File: src/rtl/arbitro_pkg.sv
// arbitro_pkg
// Shared definitions for the memory-bus arbiter: requester/source codes,
// default bus widths and the width of the fairness counter.
package arbitro_pkg;

    // Default bus widths
    localparam int ADDR_W_DEF = 16;
    localparam int DATA_W_DEF = 16;

    // Fairness counter width (MAX_SEQ_DADOS is limited to 1..15)
    localparam int SEQ_W = 4;

    // Source of a read, also used to tag the returned data
    typedef enum logic [1:0] {
        ORIGEM_INSTR   = 2'b00,
        ORIGEM_DADOS   = 2'b01,
        ORIGEM_ENTRADA = 2'b10
    } origem_e;

endpackage : arbitro_pkg

File: src/rtl/arbitro_memoria_seletor_leitura.sv
// seletor_leitura
// Tracks the single in-flight read issued by the arbiter and loads the
// processor's input register one cycle later from the correct source.
//
// Ports:
//   clk_i, rst_n_i    clock, asynchronous active-low reset
//   leitura_i         a read (load, fetch or switch read) is granted this cycle
//   origem_i          source of the granted read
//   sw_i              switch value, captured on a switch-read grant
//   ram_instr_q_i     instruction RAM read data
//   ram_dados_q_i     data RAM read data
//   seleciona_o       source of the in-flight read (holds when idle)
//   dado_o            registered read result
//   valido_o          one-cycle pulse: dado_o is new
//   valido_origem_o   source that owns the current dado_o
module seletor_leitura
    import arbitro_pkg::*;
#(
    parameter int DATA_W = DATA_W_DEF
) (
    input  logic              clk_i,
    input  logic              rst_n_i,
    input  logic              leitura_i,
    input  origem_e           origem_i,
    input  logic [DATA_W-1:0] sw_i,
    input  logic [DATA_W-1:0] ram_instr_q_i,
    input  logic [DATA_W-1:0] ram_dados_q_i,
    output origem_e           seleciona_o,
    output logic [DATA_W-1:0] dado_o,
    output logic              valido_o,
    output origem_e           valido_origem_o
);

    logic              pendente_q;
    origem_e           sel_q;
    logic [DATA_W-1:0] sw_q;
    logic [DATA_W-1:0] dado_q, dado_d;
    logic              valido_q;
    origem_e           origem_q;

    // Source mux for the data arriving one cycle after the grant. The RAMs
    // present their data in this cycle; the switch value was frozen at the
    // grant edge so later switch movement does not leak in.
    always_comb begin
        // NOTE: every always_comb output gets a default first, so no path
        // leaves it unassigned and no latch is inferred.
        dado_d = dado_q;
        if (pendente_q) begin
            unique case (sel_q)
                ORIGEM_INSTR: dado_d = ram_instr_q_i;
                ORIGEM_DADOS: dado_d = ram_dados_q_i;
                default:      dado_d = sw_q;
            endcase
        end
    end

    // NOTE: state registers use non-blocking assignments so every flop
    // samples pre-edge values regardless of statement order.
    always_ff @(posedge clk_i or negedge rst_n_i) begin
        if (!rst_n_i) begin
            pendente_q <= 1'b0;
            sel_q      <= ORIGEM_INSTR;
            sw_q       <= '0;
            dado_q     <= '0;
            valido_q   <= 1'b0;
            origem_q   <= ORIGEM_INSTR;
        end else begin
            // A new read may be granted while one is pending; the pipeline
            // then advances one read per cycle.
            pendente_q <= leitura_i;
            if (leitura_i) begin
                sel_q <= origem_i;
                if (origem_i == ORIGEM_ENTRADA) begin
                    sw_q <= sw_i;
                end
            end
            dado_q   <= dado_d;
            valido_q <= pendente_q;
            if (pendente_q) begin
                origem_q <= sel_q;
            end
        end
    end

    assign seleciona_o     = sel_q;
    assign dado_o          = dado_q;
    assign valido_o        = valido_q;
    assign valido_origem_o = origem_q;

endmodule : seletor_leitura

File: src/rtl/arbitro_memoria.sv
// arbitro_memoria
// Arbitrates the shared ADDR/W/Saida bus between instruction fetch,
// data load/store and the switch-input port, and returns read data through
// a latency-tracked path into the processor's input register.
//
// Ports:
//   Clock, Resetn                 clock, asynchronous active-low reset
//   ReqInstr/AddrInstr            fetch request and address
//   ReqDados/WeDados/AddrDados/WDados  load/store request
//   ReqEntrada/SW                 switch-read request and switch value
//   RamInstrQ/RamDadosQ           RAM read data, one cycle after address
//   GntInstr/GntDados/GntEntrada  one-cycle, mutually exclusive grants
//   ADDR/W/Saida                  shared RAM address, write enable, write data
//   SelecionaMemoria              source of the in-flight read
//   DadoEntrada/Valido/ValidoOrigem  registered read result and tag
module arbitro_memoria
    import arbitro_pkg::*;
#(
    parameter int ADDR_W        = ADDR_W_DEF,
    parameter int DATA_W        = DATA_W_DEF,
    parameter int MAX_SEQ_DADOS = 3
) (
    input  logic              Clock,
    input  logic              Resetn,
    input  logic              ReqInstr,
    input  logic [ADDR_W-1:0] AddrInstr,
    input  logic              ReqDados,
    input  logic              WeDados,
    input  logic [ADDR_W-1:0] AddrDados,
    input  logic [DATA_W-1:0] WDados,
    input  logic              ReqEntrada,
    input  logic [DATA_W-1:0] SW,
    input  logic [DATA_W-1:0] RamInstrQ,
    input  logic [DATA_W-1:0] RamDadosQ,
    output logic              GntInstr,
    output logic              GntDados,
    output logic              GntEntrada,
    output logic [ADDR_W-1:0] ADDR,
    output logic              W,
    output logic [DATA_W-1:0] Saida,
    output logic [1:0]        SelecionaMemoria,
    output logic [DATA_W-1:0] DadoEntrada,
    output logic              Valido,
    output logic [1:0]        ValidoOrigem
);

    localparam logic [SEQ_W-1:0] SEQ_MAX = SEQ_W'(MAX_SEQ_DADOS);

    logic [SEQ_W-1:0]  seq_q, seq_d;
    logic [ADDR_W-1:0] addr_q, addr_d;

    logic    gnt_instr, gnt_dados, gnt_entrada;
    logic    dados_ok;
    logic    leitura;
    origem_e origem;
    origem_e sel_leitura, valido_origem;

    // Grant priority: data port first, unless it has used up its run of
    // consecutive grants while fetch is waiting; then fetch; then switches.
    // Grants are also masked by Resetn so the bus is quiet during reset.
    always_comb begin
        dados_ok    = ReqDados && !((seq_q == SEQ_MAX) && ReqInstr);
        gnt_dados   = 1'b0;
        gnt_instr   = 1'b0;
        gnt_entrada = 1'b0;
        if (Resetn) begin
            if (dados_ok) begin
                gnt_dados = 1'b1;
            end else if (ReqInstr) begin
                gnt_instr = 1'b1;
            end else if (ReqEntrada) begin
                gnt_entrada = 1'b1;
            end
        end
    end

    // Bus drive. A switch read has no RAM address, so ADDR holds like idle.
    always_comb begin
        addr_d = addr_q;
        if (gnt_dados) begin
            addr_d = AddrDados;
        end else if (gnt_instr) begin
            addr_d = AddrInstr;
        end
    end

    assign ADDR  = addr_d;
    assign W     = gnt_dados && WeDados;
    assign Saida = (gnt_dados && WeDados) ? WDados : '0;

    // Read grant and its source code for the return path
    always_comb begin
        leitura = (gnt_dados && !WeDados) || gnt_instr || gnt_entrada;
        origem  = ORIGEM_INSTR;
        if (gnt_dados) begin
            origem = ORIGEM_DADOS;
        end else if (gnt_entrada) begin
            origem = ORIGEM_ENTRADA;
        end
    end

    // Fairness counter: counts data grants made while fetch is waiting.
    always_comb begin
        seq_d = seq_q;
        if (gnt_instr || !ReqInstr) begin
            seq_d = '0;
        end else if (gnt_dados && (seq_q < SEQ_MAX)) begin
            seq_d = seq_q + 1'b1;
        end
    end

    always_ff @(posedge Clock or negedge Resetn) begin
        if (!Resetn) begin
            seq_q  <= '0;
            addr_q <= '0;
        end else begin
            seq_q  <= seq_d;
            addr_q <= addr_d;
        end
    end

    assign GntInstr   = gnt_instr;
    assign GntDados   = gnt_dados;
    assign GntEntrada = gnt_entrada;

    seletor_leitura #(
        .DATA_W (DATA_W)
    ) u_seletor_leitura (
        .clk_i           (Clock),
        .rst_n_i         (Resetn),
        .leitura_i       (leitura),
        .origem_i        (origem),
        .sw_i            (SW),
        .ram_instr_q_i   (RamInstrQ),
        .ram_dados_q_i   (RamDadosQ),
        .seleciona_o     (sel_leitura),
        .dado_o          (DadoEntrada),
        .valido_o        (Valido),
        .valido_origem_o (valido_origem)
    );

    assign SelecionaMemoria = sel_leitura;
    assign ValidoOrigem     = valido_origem;

endmodule : arbitro_memoria

File: config.mk
export PLATFORM = sky130hd
export DESIGN_NAME = arbitro_memoria
export DESIGN_NICKNAME = d
export VERILOG_FILES = /design/src/rtl/arbitro_pkg.sv /design/src/rtl/arbitro_memoria_seletor_leitura.sv /design/src/rtl/arbitro_memoria.sv
export SDC_FILE = /design/constraint.sdc
export NUM_CORES = 1
export LEC_CHECK = 0
export BUFFER_PORTS_ARGS = -buffer_cell sky130_fd_sc_hd__buf_4
export CAP_MARGIN = 20
export CORE_ASPECT_RATIO = 0.7
export CORE_MARGIN = 2
export CORE_UTILIZATION = 25
export CTS_CLUSTER_SIZE = 40
export DETAILED_ROUTE_END_ITERATION = 8
export PLACE_DENSITY = 0.53
export SYNTH_ARGS = -nofsm -noshare
export SYNTH_HDL_FRONTEND = slang
export SYNTH_SLANG_ARGS = --single-unit
File: constraint.sdc
create_clock -name Clock -period 1.7 [get_ports Clock]
set_input_delay 0.17 -clock Clock [delete_from_list [all_inputs] [get_ports Clock]]
set_output_delay 0.17 -clock Clock [all_outputs]
set_load 0.05 [all_outputs]
==> run_results.csv <==
group,metric,value,unit
detailed_routing,wirelength,10200,um
synth,synth_top_area_share,48.6,%
cts,cts_buffers,9,
floorplanning,die_h,95.4,um
synth,synth_warnings,0,
detailed_routing,topRoutingLayerUsed,"met4",
power_and_ir_drop,pwr-share-comb,37.7,%
power_and_ir_drop,switching_share,36.0,%
power_and_ir_drop,p_sw,0.00207,W
floorplanning,design.core.area,11700,um^2
detailed_routing,dr_wl_met3,550,um
cells_and_area,layout-drive-gt1-share,68.5,%
sta,period_minus_slack,2.14,ns
synth,avgSynthCellArea,11.7,um^2
cells_and_area,nets,536,
synth,synth_area_leaders,"dfrtp_1, mux2_2, mux2i_1, o2bb2ai_1, a211oi_2",
floorplanning,die_x,135,um
sta,worst_pin_slew,0.602,ns
cells_and_area,multi_input_area,1860,um^2
placed_design,hpwl,6960,um
detailed_routing,routedWlPerCell,17.1,um
detailed_routing,wl_met1,4430,um
cells_and_area,regArea,1450,um^2
synth,syn_inst,256,
placed_design,dpl_cell_area,4790,um^2
sta,fin_crit_sh,126,%
cts,clock_latency,0.33,ns
floorplanning,io-pin-count,159,
power_and_ir_drop,p_seq_share,31.9,%
global_routing,grt_pass1_vias,3069,
sta,skew,0.00693,ns
critical_path,slowest_stage,"or3b_4",
cells_and_area,final_cell_area,5600,um^2
critical_path,cp-end-kind,"output pin",
floorplanning,die_area,12800,um^2
detailed_routing,drc,0,
cells_and_area,post-route-util,47.9,%
critical_path,critPathLaunchType,"register",
floorplanning,initial_core_util,25.5,%
power_and_ir_drop,ir_drop,450,uV
status,violations,"negative setup slack",
synth,async_flop_share,100,%
cells_and_area,layout_commonest_cell,"buf_4",
cells_and_area,num_antenna_cells,0,
cells_and_area,nFillCells,1081,
sta,drv_slew,0,
power_and_ir_drop,power_density,1030,nW/um^2
sta,setup_slack,-0.445,ns
synth,synthDistinctLibCells,31,
detailed_routing,vias,2779,
status,status,"complete, but fails checks",
placed_design,place_congestion,0.755,
cells_and_area,stdcell_count,595,
detailed_routing,dr.pass1.iters,4,
critical_path,critPathArrivalTime,1.97,ns
placed_design,dp_slack,-0.208,ns
cts,cts_sinks,58,
cts,clkSlewWorstSetupHoldPaths,0.05,ns
sta,hold_viol_final,0,
power_and_ir_drop,power.leakage,2.42,nW
job,maxCapViolations,0,
detailed_routing,drt_first_iter_violations,53,
global_routing,track_usage,16.4,%
global_routing,grt_pass1_wl,15900,um
sta,setup_violations,41,
global_routing,grt_overflow_total,0,
sta,max_freq,0.466,GHz
sta,slew_headroom,59.9,%
global_routing,antenna_found_initial,0,
detailed_routing,met2_length,5040,um
cts,cts_max_path_buffers,2,
synth,yosys.area.top_type,"dfrtp_1",
cts,cts-root-buf,"clkbuf_16",
synth,synthesis.area,2980,um^2
cts,htreeDepth,3,
critical_path,crit_fanout,13,
cells_and_area,area_growth,87.5,%
floorplanning,num_rows,33,
sta,rsz0062_at_grt,"true",
critical_path,max_stage_delay,0.40,ns
detailed_routing,ant_nets,0,
synth,ys_seq_elements,58,
min_path,hp-class,"input port to asynchronous set/reset pin",
placed_design,dpl.cell_count,568,
power_and_ir_drop,p_int,0.00369,W
synth,synth_edf_count,0,
synth,syn_nets,359,
synth,yosysSeqAreaShare,48.6,%
placed_design,numPortBuffers,158,
detailed_routing,vias_per_cell,4.67,
cts,cts_tree,"done",
critical_path,critPathKind,"register to output pin",
global_routing,grt_max_degree,47,
critical_path,worstPathRequired,1.53,ns
critical_path,path_cells,"ha_2 > or3b_4 > buf_12 > a211oi_4 > o2bb2ai_4 > buf_6",
power_and_ir_drop,clock_power_share,30.5,%
synth,synth_top_flop_cell,"dfrtp_1",
cells_and_area,final_cell_mix,"buf_4, dfrtp_1, mux2_2, buf_6",
[synth_stat cells (all sizes together), types with 2 or more instances]
library cell  instances
and3                 18
dfrtp                58
nor2                  2
mux2                 34
mux2i                16
o2bb2ai              16
nand2                19
and2                  2
inv                   3
a211oi               19
o22ai                16
o21ai                16
buf                  16
clkbuf                9
o41ai                 2
[per-stage QoR]
stage	hold slack [ns]	setup TNS, ns	power [W]
after floorplan	-0.126	-2.16	0.00315
final	0.0104	-14.34	0.00577
after global placement	-0.00151	-2.74	0.00387
after global routing	0.0617	-17.72	0.00606
after CTS	0.0226	-14.32	0.00585
after detailed placement	0.000736	-3.70	0.00391
[metal layers]
| layer | global-route usage (%) | up-vias |
|---|---|---|
| met3 | 4.47 | 12 |
| met1 | 20.8 | 1367 |
| met2 | 27.3 | 84 |
| li1 | - | 1316 |
| met5 | 0 | - |
| met4 | 5.70 | 0 |
[worst paths after layout]
path	startpoint	endpoint	slack (ns)	cells after the start
worst max register to register	seq_q[0]	seq_q[3]	-0.07	6
max in group asynchronous	Resetn	addr_q[13]	1.00	3
worst min register to register	u_seletor_leitura.sw_q[12]	u_seletor_leitura.sw_q[12]	0.50	1
worst min-delay path	Resetn	u_seletor_leitura.dado_o[1]	0.01	2
min in group Clock	SW[0]	u_seletor_leitura.sw_q[0]	0.07	2
worst max-delay path	seq_q[0]	ADDR[11]	-0.44	6
[registers in the layout, indices dropped and copies added (netlist names)]
name / flops
u_seletor_leitura.pendente_q: 1
seq_q: 4
u_seletor_leitura.seleciona_o: 2
u_seletor_leitura.valido_origem_o: 2
u_seletor_leitura.valido_o: 1
u_seletor_leitura.dado_o: 16
u_seletor_leitura.sw_q: 16
addr_q: 16
[worst max-delay path, delay by kind of cell, from the launching register on]
kind            cells  cell delay, ns
buf+inv             2            0.34
flops               1            0.35
compound gates      2            0.35
simple gates        1            0.40
fa+ha+maj           1            0.19
[power groups by stage]
stage	Combinational [W]	Clock, W	Sequential [W]
floorplan	0.000839	0	0.00231
global placement	0.00202	0	0.00185
detailed placement	0.00204	0	0.00187
CTS	0.00218	0.00183	0.00185
global route	0.00229	0.00190	0.00188
finish	0.00217	0.00176	0.00184
[cell type report]
type / instances / share of cell area, %
inverter: 3 / 0.268
clock buffer: 10 / 4.09
clock inverter: 6 / 1.03
timing repair buffer: 191 / 32.0
sequential: 58 / 26.0
tap: 157 / 3.51
multi-input combinational: 170 / 33.2
[cell families (layout without fill, tap and decap cells)]
group	Yosys count	after routing	synth area share, %
buffers and inverters	28	210	4.86
multiplexers	50	50	18.2
AO/OA/AOI/OAI	71	71	18.5
flip-flops	58	58	48.6
adder cells (fa/ha/maj)	1	1	0.419
AND/OR/NAND/NOR	48	48	9.39
[what timing repair did]
action                                  4_1_cts  5_1_grt
cloned                                        1        0
resized for setup                            80        9
endpoints found under the setup margin       41       41
buffers inserted                              9        1
hold buffers                                  1        0
pin swaps                                    20        2
hold endpoints to repair                     12        0
Power figures use the tool's default switching activity.
